File: src/rtl/pldata_pkg.sv
// Shared types and elaboration helpers for the pldata capture engine.
package pldata_pkg;

    typedef enum logic [1:0] {
        IDLE    = 2'd0,
        CAPTURE = 2'd1,
        DONE    = 2'd2
    } state_e;

    // Selector width leaves room for one index beyond the real sources (test generator slot).
    function automatic int sel_w(input int num_src);
        return $clog2(num_src + 1);
    endfunction

    function automatic int byte_step(input int data_w);
        return data_w / 8;
    endfunction

endpackage

File: src/rtl/pldata_addr_gen.sv
// Word counter, wrapping byte-address pointer and terminal-count compare for one frame.
module pldata_addr_gen
    import pldata_pkg::*;
#(
    parameter int ADDR_W    = 10,
    parameter int BASE_ADDR = 0,
    parameter int STEP      = 4
) (
    input  logic              clk,
    input  logic              rst,
    input  logic              clear_in,
    input  logic              advance_in,
    input  logic [ADDR_W-3:0] len_in,
    output logic [ADDR_W-1:0] addr_o,
    output logic [ADDR_W-2:0] cnt_o,
    output logic              last_o
);

    localparam int CNT_W = ADDR_W - 1;
    localparam int LEN_W = ADDR_W - 2;

    logic [ADDR_W-1:0] addr_q;
    logic [ADDR_W-1:0] addr_d;
    logic [CNT_W-1:0]  cnt_q;
    logic [CNT_W-1:0]  cnt_d;
    logic [CNT_W-1:0]  len_full_s;

    // A zero length means the full 2^LEN_W word depth, which needs the extra count bit.
    always_comb begin
        if (len_in == {LEN_W{1'b0}}) begin
            len_full_s = {1'b1, {LEN_W{1'b0}}};
        end else begin
            len_full_s = {1'b0, len_in};
        end
        last_o = ((cnt_q + CNT_W'(1)) == len_full_s);
    end

    // Next counter and pointer values; the pointer wraps naturally modulo 2^ADDR_W.
    always_comb begin
        cnt_d  = cnt_q;
        addr_d = addr_q;
        if (clear_in) begin
            cnt_d  = {CNT_W{1'b0}};
            addr_d = ADDR_W'(BASE_ADDR);
        end else if (advance_in) begin
            cnt_d  = cnt_q + CNT_W'(1);
            addr_d = addr_q + ADDR_W'(STEP);
        end else begin
            cnt_d  = cnt_q;
            addr_d = addr_q;
        end
    end

    // Counter and pointer registers.
    always_ff @(posedge clk) begin
        if (rst) begin
            cnt_q  <= {CNT_W{1'b0}};
            addr_q <= ADDR_W'(BASE_ADDR);
        end else begin
            cnt_q  <= cnt_d;
            addr_q <= addr_d;
        end
    end

    assign addr_o = addr_q;
    assign cnt_o  = cnt_q;

endmodule

File: src/rtl/pldata_capture_mux.sv
// N-source framed capture into the pldata BRAM port with latched select, length, done and abort.
// Optional internal pattern source on selector value NUM_SRC when PLDATA_TESTGEN_EN is defined.
module pldata_capture_mux
    import pldata_pkg::*;
#(
    parameter int  NUM_SRC   = 4,
    parameter int  DATA_W    = 32,
    parameter int  ADDR_W    = 10,
    parameter int  BASE_ADDR = 0,
    localparam int SEL_W     = sel_w(NUM_SRC)
) (
    input  logic                      clk,
    input  logic                      rst,
    input  logic [SEL_W-1:0]          src_sel_in,
    input  logic                      arm_in,
    input  logic                      abort_in,
    input  logic [ADDR_W-3:0]         frame_len_in,
    input  logic [NUM_SRC*DATA_W-1:0] src_data_in,
    input  logic [NUM_SRC-1:0]        src_valid_in,
    output logic                      ram_wr_o,
    output logic [ADDR_W-1:0]         ram_addr_o,
    output logic [DATA_W-1:0]         ram_din_o,
    output logic                      busy_o,
    output logic                      done_o,
    output logic [ADDR_W-2:0]         word_cnt_o
);

    localparam int STEP  = byte_step(DATA_W);
    localparam int LEN_W = ADDR_W - 2;

    state_e              state_q;
    state_e              state_d;
    logic [SEL_W-1:0]    sel_q;
    logic [SEL_W-1:0]    sel_d;
    logic [LEN_W-1:0]    len_q;
    logic [LEN_W-1:0]    len_d;
    logic                ram_wr_q;
    logic                ram_wr_d;
    logic [ADDR_W-1:0]   ram_addr_q;
    logic [ADDR_W-1:0]   ram_addr_d;
    logic [DATA_W-1:0]   ram_din_q;
    logic [DATA_W-1:0]   ram_din_d;
    logic                busy_q;
    logic                busy_d;
    logic                done_q;
    logic                done_d;

    logic                sel_valid_s;
    logic [DATA_W-1:0]   sel_data_s;
    logic                clear_s;
    logic                advance_s;
    logic [ADDR_W-1:0]   next_addr_s;
    logic [ADDR_W-2:0]   cnt_s;
    logic                last_s;

    pldata_addr_gen #(
        .ADDR_W    (ADDR_W),
        .BASE_ADDR (BASE_ADDR),
        .STEP      (STEP)
    ) u_addr_gen (
        .clk        (clk),
        .rst        (rst),
        .clear_in   (clear_s),
        .advance_in (advance_s),
        .len_in     (len_q),
        .addr_o     (next_addr_s),
        .cnt_o      (cnt_s),
        .last_o     (last_s)
    );

    // Source mux on the latched selector; out-of-range indices never produce a strobe.
    always_comb begin
        sel_valid_s = 1'b0;
        sel_data_s  = {DATA_W{1'b0}};
        for (int i = 0; i < NUM_SRC; i++) begin
            if (sel_q == SEL_W'(i)) begin
                sel_valid_s = src_valid_in[i];
                sel_data_s  = src_data_in[i*DATA_W +: DATA_W];
            end else begin
            end
        end
`ifdef PLDATA_TESTGEN_EN
        if (sel_q == SEL_W'(NUM_SRC)) begin
            sel_valid_s = 1'b1;
            sel_data_s  = DATA_W'(cnt_s);
        end else begin
        end
`endif
    end

    // Next-state logic; abort has priority over arm and over any new write.
    always_comb begin
        state_d   = state_q;
        sel_d     = sel_q;
        len_d     = len_q;
        clear_s   = 1'b0;
        advance_s = 1'b0;
        case (state_q)
            IDLE: begin
                if (abort_in) begin
                    state_d = IDLE;
                end else if (arm_in) begin
                    sel_d   = src_sel_in;
                    len_d   = frame_len_in;
                    clear_s = 1'b1;
                    state_d = CAPTURE;
                end else begin
                    state_d = IDLE;
                end
            end
            CAPTURE: begin
                if (abort_in) begin
                    state_d = IDLE;
                end else if (sel_valid_s) begin
                    advance_s = 1'b1;
                    if (last_s) begin
                        state_d = DONE;
                    end else begin
                        state_d = CAPTURE;
                    end
                end else begin
                    state_d = CAPTURE;
                end
            end
            DONE: begin
                state_d = IDLE;
            end
            default: begin
                state_d = IDLE;
            end
        endcase
    end

    // Output register inputs; busy spans the done pulse so it falls the cycle after.
    always_comb begin
        ram_wr_d = advance_s;
        if (advance_s) begin
            ram_addr_d = next_addr_s;
            ram_din_d  = sel_data_s;
        end else begin
            ram_addr_d = ram_addr_q;
            ram_din_d  = ram_din_q;
        end
        busy_d = (state_d != IDLE) || (state_q == DONE);
        done_d = (state_q == DONE);
    end

    // FSM state and latched frame configuration.
    always_ff @(posedge clk) begin
        if (rst) begin
            state_q <= IDLE;
            sel_q   <= {SEL_W{1'b0}};
            len_q   <= {LEN_W{1'b0}};
        end else begin
            state_q <= state_d;
            sel_q   <= sel_d;
            len_q   <= len_d;
        end
    end

    // Registered RAM port and status outputs.
    always_ff @(posedge clk) begin
        if (rst) begin
            ram_wr_q   <= 1'b0;
            ram_addr_q <= ADDR_W'(BASE_ADDR);
            ram_din_q  <= {DATA_W{1'b0}};
            busy_q     <= 1'b0;
            done_q     <= 1'b0;
        end else begin
            ram_wr_q   <= ram_wr_d;
            ram_addr_q <= ram_addr_d;
            ram_din_q  <= ram_din_d;
            busy_q     <= busy_d;
            done_q     <= done_d;
        end
    end

    assign ram_wr_o   = ram_wr_q;
    assign ram_addr_o = ram_addr_q;
    assign ram_din_o  = ram_din_q;
    assign busy_o     = busy_q;
    assign done_o     = done_q;
    assign word_cnt_o = cnt_s;

endmodule

File: config.mk
export PLATFORM = sky130hd
export DESIGN_NAME = pldata_capture_mux
export DESIGN_NICKNAME = d
export VERILOG_FILES = /design/src/rtl/pldata_pkg.sv /design/src/rtl/pldata_addr_gen.sv /design/src/rtl/pldata_capture_mux.sv
export SDC_FILE = /design/constraint.sdc
export NUM_CORES = 1
export LEC_CHECK = 0
export BUFFER_PORTS_ARGS = -buffer_cell sky130_fd_sc_hd__clkbuf_2
export CORE_MARGIN = 3
export CORE_UTILIZATION = 36
export DETAILED_ROUTE_END_ITERATION = 6
export PLACE_DENSITY_LB_ADDON = 0.15
export SETUP_SLACK_MARGIN = 0.15
export SYNTH_ARGS = -nofsm -noshare
export SYNTH_HDL_FRONTEND = slang
export SYNTH_SLANG_ARGS = --single-unit
File: constraint.sdc
create_clock -name clk -period 2.81 [get_ports clk]
set_input_delay 0.1405 -clock clk [delete_from_list [all_inputs] [get_ports clk]]
set_output_delay 0.1405 -clock clk [all_outputs]
set_load 0.1 [all_outputs]
[Word-level counts from Yosys, hierarchy flattened]
Index checks and enable logic that the tools add are counted.
Word-level totals
  bits in registers: 77
  logic and storage cells: 47
Operators by class
  add/sub/neg operators: 2
  equality and inequality tests: 6
  mux-type cells: 21
  bitwise logic cells: 1
  reduce and logical (&&, ||, !) cells: 7
Operator list (number)
  $mux 32: 4
  $mux 1: 12
  $add 10x3->10 const B: 1
  $add 9x1->9 const B: 1
  $eq 9x9->1: 1
  $mux 9: 1
  $logic_not 8->1: 1
  $eq 3x2->1 const B: 2
  $mux 2: 3
  $pmux 2 s2: 1
  $eq 3x1->1 const B: 1
  $logic_not 3->1: 1
  $reduce_and 3->1: 1
  $eq 2x1->1 const B: 1
  $eq 2x2->1 const B: 1
  $logic_not 2->1: 1
  $reduce_bool 2->1: 1
  $reduce_or 2->1: 1
  $logic_or 1x1->1: 1
  $not 1->1: 1

[Logic depth before layout (Yosys ltp)]
Gate-level depths: netlist of the first run.
  depth in word-level cells: 10
  depth in mapped cells: 8
  depth with buffers taken out: 6

[Hierarchy]
From an unflattened synthesis of the first run, not the netlist that was laid out.
Unflattened totals
  cell total of the unflattened synthesis: 423
  area total of the unflattened synthesis: 4157.7 um^2
By module, submodules not included
  pldata_capture_mux: times used 1, cells each 297, area each 3116.7 um^2, sequential area each 1161.1 um^2
  pldata_addr_gen: times used 1, cells each 126, area each 1041.0 um^2, sequential area each 340.3 um^2

[Worst setup path after synthesis of the first run]
OpenSTA, ideal clock, no wires.
  path type: reg-to-reg
  start: register u_addr_gen.cnt_q[0], in the netlist u_addr_gen.cnt_o[0]
  end: register state_q[1]
  library setup time: 0.115 ns
  arrival time: 2.520 ns
  slack: 0.174 ns
  cell stages (with the launch flop): 7
  clock period less this slack: 2.636 ns
  cell sequence: dfxtp_1 > ha_1 > nand3_1 > nor3_1 > xor3_1 > and4_1 > and3_1
On the way
  word-level cells in the longest chain between the ends: 6
Ends and longest elaborated chain
  start: declaration: line pldata_addr_gen.sv:24  | logic [CNT_W-1:0] cnt_q;
  start signal: assignment: line pldata_addr_gen.sv:57  | cnt_q <= {CNT_W{1'b0}};
  start signal: assignment: line pldata_addr_gen.sv:60  | cnt_q <= cnt_d;
  $add 9x1->9: line pldata_addr_gen.sv:35  | last_o = ((cnt_q + CNT_W'(1)) == len_full_s);
  $eq 9x9->1: line pldata_addr_gen.sv:35
  $mux 2: line pldata_capture_mux.sv:116  | if (last_s) begin
  $mux 2: line pldata_capture_mux.sv:114  | end else if (sel_valid_s) begin
  $mux 2: line pldata_capture_mux.sv:112  | if (abort_in) begin
  $pmux 2 s2: line pldata_capture_mux.sv:98  | case (state_q)
  end signal: assignment: line pldata_capture_mux.sv:155  | state_q <= state_d;
  end: declaration: line pldata_capture_mux.sv:31  | state_e state_q;
No other way between the ends.
A chain may end at the register's enable or synchronous reset.

[Worst setup path after layout of the first run]
  start: register sel_q[0]
  end: register u_addr_gen.addr_q[7], in the netlist u_addr_gen.addr_o[7]
On the way
  word-level cells in the longest chain between the ends: 8
Ends and longest elaborated chain
  start: declaration: line pldata_capture_mux.sv:33  | logic [SEL_W-1:0] sel_q;
  start signal: assignment: line pldata_capture_mux.sv:152  | sel_q <= {SEL_W{1'b0}};
  start signal: assignment: line pldata_capture_mux.sv:156  | sel_q <= sel_d;
  $logic_not 3->1: line pldata_capture_mux.sv:76  | if (sel_q == SEL_W'(i)) begin
  $mux 1 (3 in series): line pldata_capture_mux.sv:76
  $mux 1 *: line pldata_capture_mux.sv:76
  $mux 1 *: line pldata_capture_mux.sv:114
  $mux 1 *: line pldata_capture_mux.sv:112
  $mux 1 *: line pldata_capture_mux.sv:98
  end signal: assignment: line pldata_addr_gen.sv:58  | addr_q <= ADDR_W'(BASE_ADDR);
  end signal: assignment: line pldata_addr_gen.sv:61  | addr_q <= addr_d;
  end: declaration: line pldata_addr_gen.sv:22  | logic [ADDR_W-1:0] addr_q;
Mark *: on every way between the ends. The rest lies on a longest branch, timed or not.

==> metrics.md, run 1 <==
| Metric | Value |
|---|---|
| DR pass1 iterations | `4` |
| Die W | `between 100 and 150 µm` |
| Clock slew at reported path FFs | `0.07 ns` |
| GP Congestion | `0.804` |
| Synth Warn # | `0` |
| Synthesized flop and latch total | `73` |
| Share of layout cells above drive strength 1 | `0.436` |
| CP endpoint kind | `register` |
| Post-synth EDFFs | `0` |
| Simple-gate share of the synthesized area | `0.217` |
| Slew Limit Fails | `0` |
| Num rows | `37` |
| Clk_skew | `roughly 0.009 ns` |
| Total congestion overflow | `0` |
| Setup CP Type | `reg2reg` |
| Setup Fix Bufs, Post-CTS | `0` |
| R2R setup slack | `0.64 ns` |
| Placeable Area | `10400 µm²` |
| Die height | `109 µm` |
| Worst Tran Pin Value | `approximately 1.0 ns` |
| Leakage | `2.09 nW` |
| Crit path max-delay family | `simple AND/OR/NAND/NOR gates` |
| Post-DR wirelength/cell | `between 15 and 20 µm` |
| Setup Viol. Count Final | `0` |
| Min cycle time layout | `2.17 ns` |
| Worst min path class | `in2reg` |
| Vias in the first global route | `approximately 3500` |
| Initial Utilization | `0.371` |
| Setup crit start kind | `register` |
| Synthesized instance count | `400` |
| Post-CTS Hold Buffers | `1` |
| Sink Count | `73` |
| Compound-Gate Fraction of Synth Area | `0.0920` |
| Worst EP arrival | `2.40 ns` |
| Max IR drop VDD | `161 µV` |
| Synth Flop Type | `dfxtp_1` |
| CP Cell Sequence | `mux4_2, and4b_2, nand4_1, xor2_1, nor2_1` |
| N_diodes | `0` |
| Max Cap Viol | `0` |
| Worst slew margin | `0.306` |
| Sequential element share of the synthesized area | `0.380` |
| First-pass GRT wire length | `around 17000 µm` |
| Vias post-DR | `3634` |
| Initial drt markers | `approximately 150` |
| Die Footprint | `approximately 12000 µm²` |
| Final Hold Vio Count | `0` |
| DRC | `0` |
| Mapped Avg Cell Area | `9.62 µm²` |
| Longest Clk Path Bufs | `2` |
| H-tree depth | `3` |
| Adder-cell share of the synthesized area | `0.00650` |
| CP Buf/Inv Count | `0` |
| Critical Path Fanout Max | `53` |
| Number of cells on the critical path | `5` |
| Clock latency on the worst-skew pair | `between 0.3 and 0.4 ns` |
| Netlist cell types | `39` |
| Post-CTS sizing | `0` |
| Tot Pwr | `around 0.0021 W` |
| Largest family of logic cells by synthesized area | `simple AND/OR/NAND/NOR gates` |
| Setup repair after global routing missed its margin | `no` |
| Worst reg2reg path depth | `5` |
| Syn Std Cell Area | `3850 µm²` |
| Io pins | `approximately 200` |
| Final wirelength | `about 11000 µm` |
| Max stage delay on crit path | `0.94 ns` |
| CP max stage cell | `and4b_2` |
| Fraction of registers with async set or reset after synthesis | `0` |
| Total CTS buffers | `9` |
| Mux share of post-synthesis cell area | `0.193` |
| P per Cell Area | `around 430 nW/µm²` |
| Fillers | `1073` |
| Status | `finished clean` |
| Worst endpoint required time | `3.03 ns` |
| Port Buffers | `198` |
| Peak Freq | `460 MHz` |
| Largest net degree at the start of global routing | `between 50 and 60` |
| Final setup TNS | `0 ns` |
| Hold path depth | `3` |
| Antenna Violating Nets Remaining | `0` |
| Total global-route track usage | `0.184` |
| Dpl hpwl | `8620 µm` |
| Fin nets | `between 700 and 800` |
| Clock root buffer | `clkbuf_8` |
| Initial antenna violation count | `0` |
| TritonCTS clock tree | `yes` |
| DR vias/cell | `5.04` |
| XOR/XNOR Fraction of Synth Area | `0.0585` |
| Synth-to-Final Area Change | `30.9%` |
| Fin crit share | `0.773` |
[metrics by stage]
stage / hold slack (ns) / instance area [µm²] / util / setup WS, ns / cells
after floorplan: 0.276 / 3850 / - / 0.174 / 401
after global placement: 0.375 / 4870 / 0.470 / 0.648 / 707
after detailed placement: 0.377 / 4870 / 0.470 / 0.586 / 707
after CTS: 0.0000717 / 5030 / 0.486 / 0.574 / 721
after global routing: 0.0157 / 5030 / 0.486 / 0.354 / 721
final: 0.0173 / 5030 / 0.486 / 0.638 / 721
[path summary, 6_finish.rpt]
path / to / startpoint
max: u_addr_gen.addr_o[7]$_SDFFE_PP0P_ / sel_q[0]$_SDFFE_PP0P_
min: len_q[6]$_SDFFE_PP0P_ / frame_len_in[6]
max reg2reg: u_addr_gen.addr_o[7]$_SDFFE_PP0P_ / sel_q[0]$_SDFFE_PP0P_
min reg2reg: ram_addr_o[4]$_SDFFE_PP0P_ / ram_addr_o[4]$_SDFFE_PP0P_
[metal layers]
metal | global-route usage | routed length, µm | vias up
li1 | - | - | 1793
met1 | 0.230 | 4640 | 1703
met4 | 0.0579 | 136 | 0
met3 | 0.0517 | 776 | 12
met5 | 0 | 0 | -
met2 | 0.309 | 5670 | 126
[layout make-up]
| type | instances | area (µm²) | share of cell area |
|---|---|---|---|
| flip-flops and latches | 73 | 1460 | 0.291 |
| multi-input cells | 293 | 2200 | 0.437 |
| clock inverters | 1 | 5.00 | 0.000994 |
| repair buffers | 206 | 1050 | 0.209 |
| clock buffers | 12 | 145 | 0.0288 |
| well taps | 136 | 170 | 0.0338 |
[logic make-up after synthesis]
| kind of cell | Yosys count |
|---|---|
| xor gates and xnor gates | 24 |
| and+or+nand+nor | 165 |
| muxes | 33 |
| adders and majority gates | 2 |
| DFF | 73 |
| AOI/OAI and AO/OA | 67 |
| other | 1 |
| buffers and inverters | 35 |
[flip-flops by register name (all words and copies together), names as in the netlist]
register,cells
u_addr_gen.addr_o,8
ram_wr_o,1
busy_o,1
len_q,8
ram_din_o,32
sel_q,3
u_addr_gen.cnt_o,9
done_o,1
state_q,2
ram_addr_o,8
[synthesized netlist by cell type (all sizes together) (4+ instances only)]
library cell | count | area, µm²
a21oi | 56 | 280
buf | 22 | 150
clkbuf | 13 | 48.8
dfxtp | 73 | 1460
mux4 | 33 | 743
nand2 | 83 | 312
nand3b | 34 | 255
nand4 | 5 | 37.5
nor2 | 18 | 67.6
nor3 | 4 | 20.0
o21ai | 5 | 25.0
xnor2 | 11 | 96.3
xor2 | 12 | 105
[cells in the final DEF, fill, tap and decap left out, types with 2 or more instances in the layout]
cell type,n
clkbuf_2,198
nand2_1,83
dfxtp_1,72
a21oi_1,56
nand3b_1,34
mux4_2,33
nor2_1,18
xor2_1,12
xnor2_1,11
clkbuf_8,10
buf_4,7
o21ai_0,5
nor3_1,4
nand4_1,4
nor4_1,3
and3_1,3
nand3_1,2
or3_1,2
nand2b_1,2
or4_1,2
ha_1,2
conb_1,2
clkbuf_1,2
[worst register-to-register path: stages (launching register included)]
cell and delay [ns]:
dfxtp_2 0.32, mux4_2 0.34, and4b_2 0.94, nand4_1 0.22, xor2_1 0.18, nor2_1 0.05
[where the power goes]
part           total [W]  leakage [nW]  internal [W]  switching (W)
combinational   0.000378          1.42      0.000178       0.000200
sequential       0.00106         0.590       0.00105      0.0000130
clock           0.000700        0.0782      0.000330       0.000371
No activity file was read; power rests on OpenSTA's default activity.
==> inputs of run 2 (changes only) <==
==> constraint.sdc (replaced) <==
create_clock -name clk -period 1.84 [get_ports clk]
set_input_delay 0.092 -clock clk [delete_from_list [all_inputs] [get_ports clk]]
set_output_delay 0.092 -clock clk [all_outputs]
set_load 0.1 [all_outputs]
==> metrics.md, run 2 (synthesis gave the netlist of run 1 again) <==
| Metric | Value |
|---|---|
| Status | `finished clean` |
| TritonCTS clock tree | `yes` |
| Tot Pwr | `0.00346 W (+61%)` |
| Dpl hpwl | `8940 µm (+3.7%)` |
| Critical Path Fanout Max | `26 (-51%)` |
| N_diodes | `0 (unchanged)` |
| Setup Viol. Count Final | `0 (unchanged)` |
| Die Footprint | `12000 µm² (unchanged)` |
| Final setup TNS | `0 ns (unchanged)` |
| Initial Utilization | `0.371 (unchanged)` |
| Placeable Area | `10400 µm² (unchanged)` |
| Num rows | `37 (unchanged)` |
| Post-Layout Inst Area | `5580 µm² (+11%)` |
| Max IR drop VDD | `307 µV (+90%)` |
| Total global-route track usage | `0.196 (+0.0120)` |
| Vias post-DR | `3770 (+3.7%)` |
| Sink Count | `73 (unchanged)` |
| Worst Tran Pin Value | `0.573 ns (-0.469 ns)` |
| Most frequent cells in the layout | `clkbuf_2, nand2_1, dfxtp_1` |
| Antenna Violating Nets Remaining | `0 (unchanged)` |
| Worst EP arrival | `1.93 ns (-0.47 ns)` |
| Max FFs per register | `32 (unchanged)` |
| Share of layout cells above drive strength 1 | `0.487 (+0.0510)` |
| Slew Limit Fails | `0 (unchanged)` |
| Total CTS buffers | `9 (unchanged)` |
| DRC | `0 (unchanged)` |
| Area after DPL | `5050 µm² (+3.5%)` |
| Clk_skew | `0.0117 ns (+0.00240 ns)` |
| Largest net degree at the start of global routing | `34 (-37%)` |
| H-tree depth | `3 (unchanged)` |
| Initial antenna violation count | `0 (unchanged)` |
| Worst slew margin | `0.620 (+0.314)` |
| Clock latency on the worst-skew pair | `0.34 ns (about the same)` |
| Fin nets | `754 (+3.0%)` |
| Die height | `109 µm (unchanged)` |
| DR pass1 iterations | `4 (unchanged)` |
| Die W | `109 µm (unchanged)` |
| Io pins | `201 (unchanged)` |
| Total congestion overflow | `0 (unchanged)` |
| Setup crit start kind | `register` |
| Clock slew at reported path FFs | `0.08 ns (about the same)` |
| DR vias/cell | `5.05 (+0.27%)` |
| GP Congestion | `0.830 (+3.3%)` |
| Max Cap Viol | `0 (unchanged)` |
| Final Hold Vio Count | `0 (unchanged)` |
| Worst endpoint required time | `2.06 ns (-0.97 ns)` |
| P per Cell Area | `620 nW/µm² (+46%)` |
| Vias in the first global route | `3696 (+5.7%)` |
| Fin crit share | `0.928 (+0.156)` |
| Final wirelength | `12000 µm (+6.6%)` |
| Setup CP Type | `reg2reg` |
| Commonest non-fill, non-tap cell in the layout | `clkbuf_2` |
| Hold path depth | `3 (unchanged)` |
| Worst reg2reg path depth | `5 (unchanged)` |
| Initial drt markers | `112 (-25%)` |
| Longest Clk Path Bufs | `2 (unchanged)` |
| Peak Freq | `585 MHz (+27%)` |
| Clock root buffer | `clkbuf_8` |
| Port Buffers | `198 (unchanged)` |
| Fillers | `1000 (-6.8%)` |
| Worst min path class | `in2reg` |
| CP endpoint kind | `register` |
| Setup repair after global routing missed its margin | `yes` |
| First-pass GRT wire length | `18200 µm (+6.4%)` |
| Leakage | `2.31 nW (+11%)` |
| Post-DR wirelength/cell | `16.0 µm (+3.0%)` |
| Synth-to-Final Area Change | `45.0%` |
| Min cycle time layout | `1.71 ns (-0.464 ns)` |
[run 2: cell types whose count changed in the layout (fill, tap and decap cells not counted), sizes merged]
cell | before | now
buf | 7 | 16
clkinvlp | 0 | 1
clkinv | 1 | 4
inv | 0 | 1
bufbuf | 0 | 2
dlygate4sd3 | 1 | 11
clkbuf | 210 | 209
[run 2: final timing paths]
path / slack (ns) / endpoint / from
worst max-delay path: 0.13 / ram_din_o[19]$_SDFFE_PP0P_ / sel_q[0]$_SDFFE_PP0P_
worst min-delay path: 0.09 / busy_o$_SDFF_PP0_ / arm_in
worst max register to register: 0.13 / ram_din_o[19]$_SDFFE_PP0P_ / sel_q[0]$_SDFFE_PP0P_
worst min register to register: 0.46 / ram_din_o[18]$_SDFFE_PP0P_ / ram_din_o[18]$_SDFFE_PP0P_
[run 2: worst max-delay path: stages, from the launching register on]
cell       delay (ns)
dfxtp_2          0.34
mux4_2           0.51
and4b_2          0.27
bufbuf_16        0.31
nand3b_1         0.09
a21oi_1          0.06
[run 2: repair_timing]
| item | in CTS | in global routing |
|---|---|---|
| pin swaps | 0 | 4 |
| setup buffers | 4 | 1 |
| gates cloned | 3 | 1 |
| gates resized for setup | 0 | 10 |
| hold buffers | 11 | 0 |
| endpoints found under the setup margin | 31 | 57 |
| endpoints found under the hold margin | 11 | 0 |
[run 2: through the flow]
stage	utilization	hold WS (ns)	setup WS [ns]	instances
2_1_floorplan	-	0.221	0.104	401
3_3_place_gp	0.487	0.328	0.0817	710
3_5_place_dp	0.487	0.329	0.0483	710
4_1_cts	0.529	0.107	0.124	744
5_1_grt	0.538	0.101	0.0601	746
6_report	0.538	0.0911	0.132	746
[run 2: layout make-up]
class	instances	area, µm²	area share
clock buffers	10	149	0.0267
clock inverters	6	40.0	0.00718
multi-input cells	293	2330	0.417
flip-flops and latches	73	1490	0.267
well taps	136	170	0.0305
repair buffers	228	1400	0.251
[run 2: layer usage]
metal / part of all wire / vias up / GRT usage
met3: 0.060 / 12 / 0.0405
met1: 0.42 / 1771 / 0.245
met2: 0.51 / 149 / 0.341
met5: 0 / - / 0
li1: - / 1838 / -
met4: 0.012 / 0 / 0.0579
[run 2: where the power goes]
part,leakage (nW),internal [W],switching [W],total (W)
Clock,0.0976,0.000572,0.000627,0.00120
Sequential,0.597,0.00159,0.0000224,0.00162
Combinational,1.62,0.000322,0.000320,0.000642
Total,2.31,0.00249,0.000969,0.00346
